<file path="config.mk">
export PLATFORM = sky130hd
export DESIGN_NAME = vibration_stats
export DESIGN_NICKNAME = d
export VERILOG_FILES = /design/src/rtl/vibration_stats.sv
export SDC_FILE = /design/constraint.sdc
export NUM_CORES = 1
export LEC_CHECK = 0
export ABC_AREA = 1
export BUFFER_PORTS_ARGS = -buffer_cell sky130_fd_sc_hd__buf_2
export CORE_ASPECT_RATIO = 1.25
export CORE_MARGIN = 1.5
export CORE_UTILIZATION = 50
export CTS_BUF_LIST = sky130_fd_sc_hd__clkbuf_2
export DETAILED_ROUTE_END_ITERATION = 10
export PLACE_DENSITY = 0.7
export SYNTH_ARGS = -nofsm -noshare
export SYNTH_HDL_FRONTEND = slang
export SYNTH_SLANG_ARGS = --single-unit
</file>
<file path="constraint.sdc">
create_clock -name sys_clock -period 2.9 [get_ports sys_clock]
set_input_delay 0.58 -clock sys_clock [delete_from_list [all_inputs] [get_ports sys_clock]]
set_output_delay 0.58 -clock sys_clock [all_outputs]
set_load 0.1 [all_outputs]
</file>
<file path="src/rtl/vibration_stats.sv">
// Per-window statistics over the accelerometer sample stream:
// min, max, peak-to-peak, floor mean, mean |x|, window count, sticky alarm.
module vibration_stats #(
  parameter int         WIN_LOG2  = 8,
  parameter int         SKIP_N    = 4,
  parameter logic [7:0] ALARM_P2P = 8'd64
) (
  input  logic        sys_clock,
  input  logic        reset,
  input  logic        stats_enable,
  input  logic        sample_sync,
  input  logic [7:0]  sample_data,
  input  logic        alarm_clr,
  output logic        result_valid,
  output logic [7:0]  win_min,
  output logic [7:0]  win_max,
  output logic [7:0]  win_p2p,
  output logic [7:0]  win_mean,
  output logic [7:0]  win_mean_abs,
  output logic [15:0] win_count,
  output logic        alarm
);

  localparam int AW = 8 + WIN_LOG2;
  localparam int SW = (SKIP_N > 1) ? $clog2(SKIP_N) : 1;

  localparam logic [1:0] IDLE  = 2'd0;
  localparam logic [1:0] SKIP  = 2'd1;
  localparam logic [1:0] ACCUM = 2'd2;

  localparam logic [SW-1:0] SKIP_LAST = SW'(SKIP_N - 1);
  localparam logic [WIN_LOG2-1:0] IDX_LAST = '1;

  localparam logic signed [7:0] MIN_INIT = 8'sd127;
  localparam logic signed [7:0] MAX_INIT = -8'sd128;

  logic [1:0]           state;
  logic                 sync_prev;
  logic [SW-1:0]        skip_cnt;
  logic [WIN_LOG2-1:0]  idx;
  logic signed [7:0]    acc_min;
  logic signed [7:0]    acc_max;
  logic signed [AW-1:0] acc_sum;
  logic [AW-1:0]        acc_abs;

  logic                 accept;
  logic                 last;
  logic                 publish;
  logic                 acc_clr;
  logic                 acc_upd;
  logic signed [7:0]    x;
  logic [7:0]           x_abs;
  logic signed [7:0]    nxt_min;
  logic signed [7:0]    nxt_max;
  logic signed [AW-1:0] nxt_sum;
  logic [AW-1:0]        nxt_abs;
  logic [7:0]           nxt_p2p;

  assign accept = sample_sync & ~sync_prev;
  assign last   = (idx == IDX_LAST);
  assign x      = sample_data;
  assign x_abs  = sample_data[7] ? (~sample_data + 8'd1) : sample_data;

  assign nxt_min = (x < acc_min) ? x : acc_min;
  assign nxt_max = (x > acc_max) ? x : acc_max;
  assign nxt_sum = acc_sum + $signed({{WIN_LOG2{x[7]}}, x});
  assign nxt_abs = acc_abs + {{WIN_LOG2{1'b0}}, x_abs};
  // 8-bit modular difference is exact since max >= min
  assign nxt_p2p = nxt_max - nxt_min;

  // The last sample publishes even if enable drops on that same edge
  assign publish = (state == ACCUM) && accept && last;

  assign acc_clr = !stats_enable || (state != ACCUM) || publish;
  assign acc_upd = (state == ACCUM) && accept;

  always_ff @(posedge sys_clock or negedge reset) begin
    if (!reset) begin
      sync_prev <= 1'b0;
    end else begin
      sync_prev <= sample_sync;
    end
  end

  always_ff @(posedge sys_clock or negedge reset) begin
    if (!reset) begin
      state    <= IDLE;
      skip_cnt <= '0;
    end else if (!stats_enable) begin
      state    <= IDLE;
      skip_cnt <= '0;
    end else begin
      case (state)
        IDLE: begin
          skip_cnt <= '0;
          state    <= (SKIP_N == 0) ? ACCUM : SKIP;
        end
        SKIP: begin
          if (accept) begin
            if (skip_cnt == SKIP_LAST) begin
              state <= ACCUM;
            end else begin
              skip_cnt <= skip_cnt + 1'b1;
            end
          end
        end
        ACCUM: state <= ACCUM;
        default: state <= IDLE;
      endcase
    end
  end

  always_ff @(posedge sys_clock or negedge reset) begin
    if (!reset) begin
      idx     <= '0;
      acc_min <= MIN_INIT;
      acc_max <= MAX_INIT;
      acc_sum <= '0;
      acc_abs <= '0;
    end else if (acc_clr) begin
      idx     <= '0;
      acc_min <= MIN_INIT;
      acc_max <= MAX_INIT;
      acc_sum <= '0;
      acc_abs <= '0;
    end else if (acc_upd) begin
      idx     <= idx + 1'b1;
      acc_min <= nxt_min;
      acc_max <= nxt_max;
      acc_sum <= nxt_sum;
      acc_abs <= nxt_abs;
    end
  end

  // Floor shift of the window sum is just its upper byte
  always_ff @(posedge sys_clock or negedge reset) begin
    if (!reset) begin
      result_valid <= 1'b0;
      win_min      <= '0;
      win_max      <= '0;
      win_p2p      <= '0;
      win_mean     <= '0;
      win_mean_abs <= '0;
      win_count    <= '0;
    end else begin
      result_valid <= publish;
      if (publish) begin
        win_min      <= nxt_min;
        win_max      <= nxt_max;
        win_p2p      <= nxt_p2p;
        win_mean     <= nxt_sum[WIN_LOG2 +: 8];
        win_mean_abs <= nxt_abs[WIN_LOG2 +: 8];
        win_count    <= win_count + 16'd1;
      end
    end
  end

  always_ff @(posedge sys_clock or negedge reset) begin
    if (!reset) begin
      alarm <= 1'b0;
    end else if (publish && (nxt_p2p >= ALARM_P2P)) begin
      alarm <= 1'b1;
    end else if (alarm_clr) begin
      alarm <= 1'b0;
    end
  end

endmodule
</file>
==> results.cfg <==
[setup_path]
crit_top_cell = nand3_2
path_cells = inv_2 -> ha_4 -> nand2_4 -> nor2_2 -> nand2_2 -> nand3_2 -> nand3_4 -> o21ai_2 -> ha_2 -> inv_2 -> fa_2 -> nand3_2 -> nand2_2 -> nand3_2 -> nand2_1 -> nand2_1 -> nand3_2 -> nand3_2
r2r-start = acc_max[7]
cpMaxStageDelayCell = dfstp_2
slowest_delay_ns = 0.57
worst-path-buf-inv = 2
crit_arrival_ns = 3.53
crit_fanout = 5
cpLargestDelayFamily = simple AND/OR/NAND/NOR gates
crit_required_ns = 3.55
startpoint = acc_max[7]
critical_path_class = register to register
end_kind = register
start_kind = register

[detailed_routing]
drt-pass1-iter-count = 7
vias = 6233
drt_iter0_drc = 362
vias_per_cell = 5.26
routed_wl_um = 17100
route.detailed.drc = 0
ant_nets = 0
wl_per_cell_um = 14.4

[timing]
clock_skew_ns = 0.0370
period_share_pct = 99.4
grt_setup_unrepaired = true
tightest_slew_ns = 0.872
finalHoldViolCount = 0
setup_viol = 0
period_needed_ns = 2.88
slew_viol_final = 0
max_freq_mhz = 347
maxSlewHeadroom_pct = 41.4
finalHoldWorstSlack_ns = 0.128

[hold_path]
hp-class = primary input to register
holdCritStartpoint = stats_enable

[synthesis]
ys_warn_count = 0
syn-num-nets = 909
synthArstFlopShare_pct = 100
seq_area_frac_synth_pct = 42.8
avgSynthCellArea_um2 = 8.29
netlist_area_um2 = 6980
synth_edf_count = 0
syn_inst = 842
yosysUniqueCellTypes = 46
synth_seq_cells = 119
synth-main-ff-cell = dfrtp_1

[die]
start_util_pct = 50.8
die_y_um = 135
core_area_um2 = 13800
dieArea_um2 = 14700
io_pins = 71
die_w_um = 109
rows = 48

[clock_network]
path_clk_slew_ns = 0.19
cts_buffer_depth = 2
cts_buffers = 17
cts_tree = done
clock_latency_ns = 0.74
clockRootBuffer = clkbuf_2
h-tree-depth = 4
cts.sinks = 119

[cells_and_area]
top_regs = acc_abs x16, acc_sum x16, win_count x16
drive_gt1_share_pct = 26.5
design_area_um2 = 8640
syn_to_final_growth_pct = 23.7
final_cell_mix = nand2_1, dfrtp_1, inv_1
final-instance-count-excl-fill = 1186
final_nets = 1067
final_common_cell = nand2_1

[global_routing]
antenna_found_initial = 1
grt.overflow.total = 0
track_usage_pct = 24.0
grt_pass1_wl_um = 27500
first_global_vias = 5830
grt_max_degree = 64

[placement]
placed_cells = 1144
port_buffers = 70
place_congestion = 0.883
dp_hpwl_um = 12300
placed_area_um2 = 8060

[power]
p_total_uw = 4360
power.leakage_uw = 0.00457
ir_worst_vdd_mv = 0.320
power_density_nw_per_um2 = 505

[outcome]
status = complete, no violations

[job]
drv_cap = 0
## Yosys cell counts (7+ instances only)
library cell,count,area (um2)
nand2_1,217,815
dfrtp_1,111,2780
inv_1,97,364
o21ai_0,60,300
ha_1,51,638
nand3_1,48,240
nor2_1,40,150
a21oi_1,35,175
xor2_1,29,254
o22ai_1,20,125
nor3_1,16,80.1
clkbuf_1,13,48.8
nand4_1,12,75.1
xnor2_1,12,105
dfstp_2,8,210
a22o_1,7,61.3
o31ai_1,7,52.6
## worst paths after layout
kind,endpoint,slack (ns),cells after the start
setup reg to reg,alarm,0.02,18
min in group asynchronous,acc_abs[10],0.42,2
setup / recovery,alarm,0.02,18
hold reg to reg,win_mean_abs[3],0.50,2
max in group asynchronous,acc_sum[12],1.73,3
hold / removal,state[0],0.13,3
## tightest hold or removal path, cell delays in order
cell	delay [ns]
buf_2	0.13
nand3_1	0.07
o21ai_0	0.07
## cell type report
class,instances,area (um2)
clock buffers,17,85.1
diodes,1,2.50
fillers,1208,5120
well taps,175,219
inverters,103,387
repair buffers,157,1030
clock inverters,12,160
multi-input cells,602,3770
flip-flops and latches,119,2990
## repair_timing
item	4_1_cts	5_1_grt
buffers inserted	1	8
pin swaps	3	23
setup endpoints to repair	3	7
endpoints found under the hold margin	39	0
resized for setup	6	52
hold buffers	2	0
gates cloned	1	0
## per-layer routing
layer	GRT usage, %	share of wire, %	routed length, um	up-vias
met5	0	0	0	-
met4	8.04	2.3	395	0
met3	5.05	3.7	628	32
met2	40.9	50	8560	140
met1	30.1	44	7460	2949
li1	-	-	-	3112
## cell families (layout without fill, tap and decap cells)
group,after synthesis,in the layout,share of synthesized area [%]
AOI/OAI and AO/OA,148,148,12.3
xor gates and xnor gates,42,42,5.37
adders and majority gates,54,54,10.0
buffers and inverters,122,289,6.84
DFF,119,119,42.8
other,0,1,0
and+or+nand+nor,357,358,22.8
## where the power goes
part | leakage, uW | switching, uW | internal [uW]
Sequential | 0.00162 | 46.8 | 1740
Combinational | 0.00281 | 824 | 588
Clock | 0.000144 | 625 | 541
Total | 0.00457 | 1500 | 2870
## per-stage QoR
| step | utilization [%] | setup slack (ns) | TNS [ns] |
|---|---|---|---|
| 2_1_floorplan | - | 0.00573 | 0 |
| 6_report | 62.8 | 0.0181 | 0 |
| 5_1_grt | 62.8 | -0.116 | -0.478 |
| 3_3_place_gp | 58.6 | -0.246 | -3.23 |
| 4_1_cts | 60.8 | 0.00164 | 0 |
| 3_5_place_dp | 58.6 | -0.305 | -3.91 |
Power figures use the tool's default switching activity.
